--- src/rtl/serial_mult_ctrl.sv ---
// ---------------------------------------------------------------------------
// serial_mult_ctrl
//   Sequential shift-add unsigned multiplier. A single 1-bit full-adder cell
//   is time-shared bit-serially: each multiplier iteration spends WIDTH
//   cycles in ADD, one per bit of the accumulator. It then spends one cycle
//   in SHIFT, which moves {cy,P,Q} right by one. Latency is fixed and does
//   not depend on the operand values.
//
// Ports
//   clk     in   1        rising-edge clock
//   rst_n   in   1        asynchronous active-low reset
//   start   in   1        request, sampled only while ready=1
//   mcand   in   WIDTH    multiplicand, captured with an accepted start
//   mplier  in   WIDTH    multiplier, captured with an accepted start
//   ready   out  1        high in IDLE only
//   busy    out  1        high in ADD and SHIFT
//   done    out  1        one-cycle pulse; prod is valid in that cycle
//   prod    out  2*WIDTH  registered product, held until the next done
//
// Handshake: when start=1 in a cycle where ready=1, the operation is accepted
// on that clock edge. Exactly one done pulse follows, WIDTH*(WIDTH+1)+1
// cycles later. A start seen while ready=0 is ignored completely.
// ---------------------------------------------------------------------------
module serial_mult_ctrl #(
    parameter int WIDTH = 4
) (
    input  logic                 clk,
    input  logic                 rst_n,
    input  logic                 start,
    input  logic [WIDTH-1:0]     mcand,
    input  logic [WIDTH-1:0]     mplier,
    output logic                 ready,
    output logic                 busy,
    output logic                 done,
    output logic [2*WIDTH-1:0]   prod
);

    localparam int CW = $clog2(WIDTH);
    localparam logic [CW-1:0] LAST = CW'(WIDTH - 1);

    localparam logic [1:0] S_IDLE  = 2'd0;
    localparam logic [1:0] S_ADD   = 2'd1;
    localparam logic [1:0] S_SHIFT = 2'd2;
    localparam logic [1:0] S_DONE  = 2'd3;

    logic [1:0]       state;
    logic [WIDTH-1:0] a_reg;
    logic [WIDTH-1:0] q_reg;
    logic [WIDTH-1:0] p_reg;
    logic             cy;
    logic [CW-1:0]    bit_cnt;
    logic [CW-1:0]    iter_cnt;

    // Full-adder cell operands. The multiplier LSB gates the addend bit, so a
    // zero multiplier bit still walks through all WIDTH ADD cycles.
    logic fa_a;
    logic fa_b;
    logic fa_c;
    logic fa_sum;
    logic fa_carry;

    always_comb begin
        fa_a     = p_reg[0];
        fa_b     = a_reg[0] & q_reg[0];
        fa_c     = cy;
        fa_sum   = fa_a ^ fa_b ^ fa_c;
        fa_carry = (fa_a & fa_b) | (fa_a & fa_c) | (fa_b & fa_c);
    end

    // Next values of P and Q for the SHIFT step: {cy,P,Q} >> 1.
    logic [WIDTH-1:0] p_shift;
    logic [WIDTH-1:0] q_shift;

    always_comb begin
        p_shift = {cy, p_reg[WIDTH-1:1]};
        q_shift = {p_reg[0], q_reg[WIDTH-1:1]};
    end

    always_ff @(posedge clk or negedge rst_n) begin
        if (!rst_n) begin
            state    <= S_IDLE;
            a_reg    <= '0;
            q_reg    <= '0;
            p_reg    <= '0;
            cy       <= 1'b0;
            bit_cnt  <= '0;
            iter_cnt <= '0;
            prod     <= '0;
        end else begin
            case (state)
                S_IDLE: begin
                    if (start) begin
                        a_reg    <= mcand;
                        q_reg    <= mplier;
                        p_reg    <= '0;
                        cy       <= 1'b0;
                        bit_cnt  <= '0;
                        iter_cnt <= '0;
                        state    <= S_ADD;
                    end
                end
                S_ADD: begin
                    // P and A both rotate right one bit per cycle. After
                    // WIDTH cycles they are back in alignment, and P holds
                    // the low WIDTH bits of P + addend, with the carry-out
                    // left in cy.
                    p_reg <= {fa_sum, p_reg[WIDTH-1:1]};
                    a_reg <= {a_reg[0], a_reg[WIDTH-1:1]};
                    cy    <= fa_carry;
                    if (bit_cnt == LAST) begin
                        bit_cnt <= '0;
                        state   <= S_SHIFT;
                    end else begin
                        bit_cnt <= bit_cnt + 1'b1;
                    end
                end
                S_SHIFT: begin
                    p_reg <= p_shift;
                    q_reg <= q_shift;
                    cy    <= 1'b0;
                    if (iter_cnt == LAST) begin
                        prod  <= {p_shift, q_shift};
                        state <= S_DONE;
                    end else begin
                        iter_cnt <= iter_cnt + 1'b1;
                        state    <= S_ADD;
                    end
                end
                S_DONE: begin
                    state <= S_IDLE;
                end
                default: begin
                    state <= S_IDLE;
                end
            endcase
        end
    end

    always_comb begin
        ready = (state == S_IDLE);
        busy  = (state == S_ADD) || (state == S_SHIFT);
        done  = (state == S_DONE);
    end

endmodule

--- config.mk ---
export PLATFORM = sky130hd
export DESIGN_NAME = serial_mult_ctrl
export DESIGN_NICKNAME = d
export VERILOG_FILES = /design/src/rtl/serial_mult_ctrl.sv
export SDC_FILE = /design/constraint.sdc
export NUM_CORES = 1
export LEC_CHECK = 0
export BUFFER_PORTS_ARGS = -buffer_cell sky130_fd_sc_hd__buf_2
export CORE_ASPECT_RATIO = 1.4
export CORE_MARGIN = 2
export CORE_UTILIZATION = 24
export CTS_CLUSTER_SIZE = 16
export DETAILED_ROUTE_END_ITERATION = 16
export HOLD_SLACK_MARGIN = 0.06
export PLACE_DENSITY_LB_ADDON = 0.25
export REMOVE_ABC_BUFFERS = 1
export SYNTH_ARGS = -nofsm -noshare
export SYNTH_HDL_FRONTEND = slang
export SYNTH_SLANG_ARGS = --single-unit
--- constraint.sdc ---
create_clock -name clk -period 3.6 [get_ports clk]
set_input_delay 0.72 -clock clk [delete_from_list [all_inputs] [get_ports clk]]
set_output_delay 0.72 -clock clk [all_outputs]
set_load 0.03 [all_outputs]
==> metrics.md <==
| Metric | Value |
|---|---|
| Status | finished, final reports clean |
| Net switching power figure | 0.0005587 W |
| Slew Viols, Final | 0 |
| Buffers plus inverters on the worst setup path | 2 |
| PortBufs | 21 |
| Worst EP arrival | 1760 ps |
| Path depth of the worst reg2reg path | 5 |
| Async S/R FF share, synth | 1.000 |
| Final net count | 161 |
| Number of synthesized flops with an enable pin | 0 |
| Register area share after synthesis | 0.4896 |
| Clock power share | 0.129 |
| Cell taking the most area after synthesis | dfrtp_1 |
| Largest net degree at the start of global routing | 28 |
| Final Setup Violations | 0 |
| Vias in the first global route | 1032 |
| Biggest register | prod |
| Critical path data required time | 2880 ps |
| First-pass GRT wire length | 4602 um |
| Core area | 0.005525 sq mm |
| Clk root buf | clkbuf_8 |
| DR vias/cell | 4.824 |
| Via count | 1013 |
| Synthesized area per cell | 11.04 sq um |
| Reg-to-reg critical path startpoint | state[0] |
| Unique masters post-synth | 27 |
| Post-CTS sizing | 0 |
| Post-DRT Antenna Nets | 0 |
| Flop pwr share | 0.366 |
| Total grt overflow | 0 |
| GPL Wtd Cong | 0.7611 |
| Layout cells sized above 1 | 0.2394 |
| DR WL/cell | 13.28 um |
| Pleak | 0.6986 nW |
| Internal cell power | 0.0007500 W |
| IO Count | 22 |
| Initial DRC Count | 46 |
| Critical path class | reg -> out |
| Switch share | 0.4269 |
| Crit path capture type | output pin |
| Rel. slew slack | 0.5440 |
| Total GRT Usage | 0.09248 |
| Die Y | 93.73 um |
| Antenna cell count | 0 |
| Clock Latency Late Sink | 270 ps |
| Count leader, synth | dfrtp_1 |
| Sink Count | 27 |
| H-Tree Level Count | 1 |
| Max rail drop VDD | 0.2165 mV |
| Area delta synth->final | 13.06% |
| Die area | 0.006382 sq mm |
| Total negative slack | 0 ps |
| Reg clk slew, reported paths | 90 ps |
| Max-cap violation count | 0 |
| Initial core utilization | 0.2498 |
| Setup ws final | 1121 ps |
| Slew of the pin with the lowest slew margin | 683.9 ps |
| Seq cells post-synth | 27 |
| Top delay family on crit path | adder cells |
| CTS Buf Count | 3 |
| Most used DFF post-synth | dfrtp_1 |
| 1st-pass router iterations | 4 |
| Fin Clk Skew | 5.648 ps |
| Crit path max fanout | 22 |
| Postcts setup bufs | 0 |
| CTS tree | built |
| Synth warnings | 0 |
| Reg-to-reg slack, setup | 1250 ps |
| Max reg flops | 8 |
| Top-area cell type share of the netlist area | 0.4896 |
| Routed WL | 2789 um |
| Cells along the critical path | inv_1 -> ha_1 -> buf_2 |
| # rows | 32 |
| Worst setup path startpoint | state[0] |
| Combinational Power Share | 0.505 |
| Worst r2r dst | iter_cnt[0] |
| Hold-fix buffers, CTS | 0 |
| Worst min path class | in -> async |
| Fmax achieved | 0.4034 GHz |
| Dpl ws | 1271 ps |
| Fin. Hold Viols | 0 |
| Post-Syn Instances | 125 |
| Critical Path Start Type | flip-flop |
| Die W | 68.09 um |
| Initial antenna violation count | 0 |
| RSZ-0062 raised after global routing | no |
| Commonest cells post-synth | dfrtp_1, nand2b_1, o21ai_0 |
| HPWL Detailed | 2059 um |
| CP max stage delay | 610 ps |
| Hold_ws | 445.6 ps |
| Min Tclk post-route | 2479 ps |
| Cell Pwr Density | 838.8 mW/mm^2 |
| Drt drc | 0 |
| CTS max path bufs | 2 |
| Fin crit share | 0.6887 |
| Slowest CP cell | ha_1 |
| Top post-synthesis cells by area | dfrtp_1, a221o_1, ha_1 |
| CP Capture Point | ready |
| WP depth | 3 |
| Post-Syn Area | 0.001380 sq mm |
[kinds of logic (layout without fill, tap and decap cells)]
group	after synthesis	in the layout	synth area share
flip-flops	27	27	0.4896
AO/OA/AOI/OAI	37	37	0.1940
multiplexers	6	6	0.04895
adder cells (fa/ha/maj)	7	7	0.06890
AND/OR/NAND/NOR	36	36	0.1478
buffers and inverters	12	29	0.05077
[power by group through the flow]
stage	Clock, W	Combinational [W]	Sequential (W)
after global routing	0.000187	0.000731	0.000495
after detailed placement	0	0.000664	0.000484
after floorplan	0	0.000448	0.000531
after global placement	0	0.000648	0.000478
final	0.000169	0.000661	0.000479
after CTS	0.000173	0.000668	0.000477
[layer usage]
layer,global-route usage,share of wire,vias to the layer above
met5,0,0,-
met4,0.03333,0.015,0
met1,0.1118,0.44,507
li1,-,-,484
met2,0.1586,0.51,18
met3,0.01799,0.039,4
[layout make-up]
class	instances	area [sq um]
fill	578	3965
clock buffer	4	45.04
multi-input combinational	86	634.4
timing repair buffer	21	105.1
tap	68	85.08
inverter	4	15.01
sequential	27	675.6
[layout by cell type (no fill, tap or decap), drive strengths merged]
master,n
o32a,1
o31a,1
fa,1
nand2b,13
and2,2
a22o,8
dfrtp,27
clkbuf,4
nor2b,2
ha,6
a21oi,8
nand2,7
nand3,8
a211oi,1
mux2,6
buf,21
nor3,1
inv,4
or2,1
a221o,8
o21ai,9
a31oi,1
nor2,2
[worst reg2reg max path: stages, from the launching register on]
cell	delay, ps
dfrtp_1	430
inv_1	130
ha_1	610
nor2b_2	630
o21ai_0	200
a22o_1	250
[worst min path at each step]
stage / from / slack [ps] / endpoint / depth (start not counted)
final: rst_n / 450 / prod[5] / 1
after global placement: prod[7] / 460 / prod[7] / 2
after floorplan: rst_n / 420 / a_reg[0] / 0
after global routing: rst_n / 480 / prod[5] / 1
after CTS: rst_n / 470 / prod[5] / 1
after detailed placement: prod[3] / 470 / prod[3] / 2
[stage by stage]
stage / std cells / util / power, W / area (sq um)
after floorplan: 117 / - / 0.0009785 / 1325
after global placement: 206 / 0.2742 / 0.001125 / 1515
after detailed placement: 206 / 0.2742 / 0.001148 / 1515
after CTS: 210 / 0.2824 / 0.001318 / 1560
after global routing: 210 / 0.2824 / 0.001413 / 1560
final: 210 / 0.2824 / 0.001309 / 1560
Note: power is estimated with default switching activity, not from simulation.
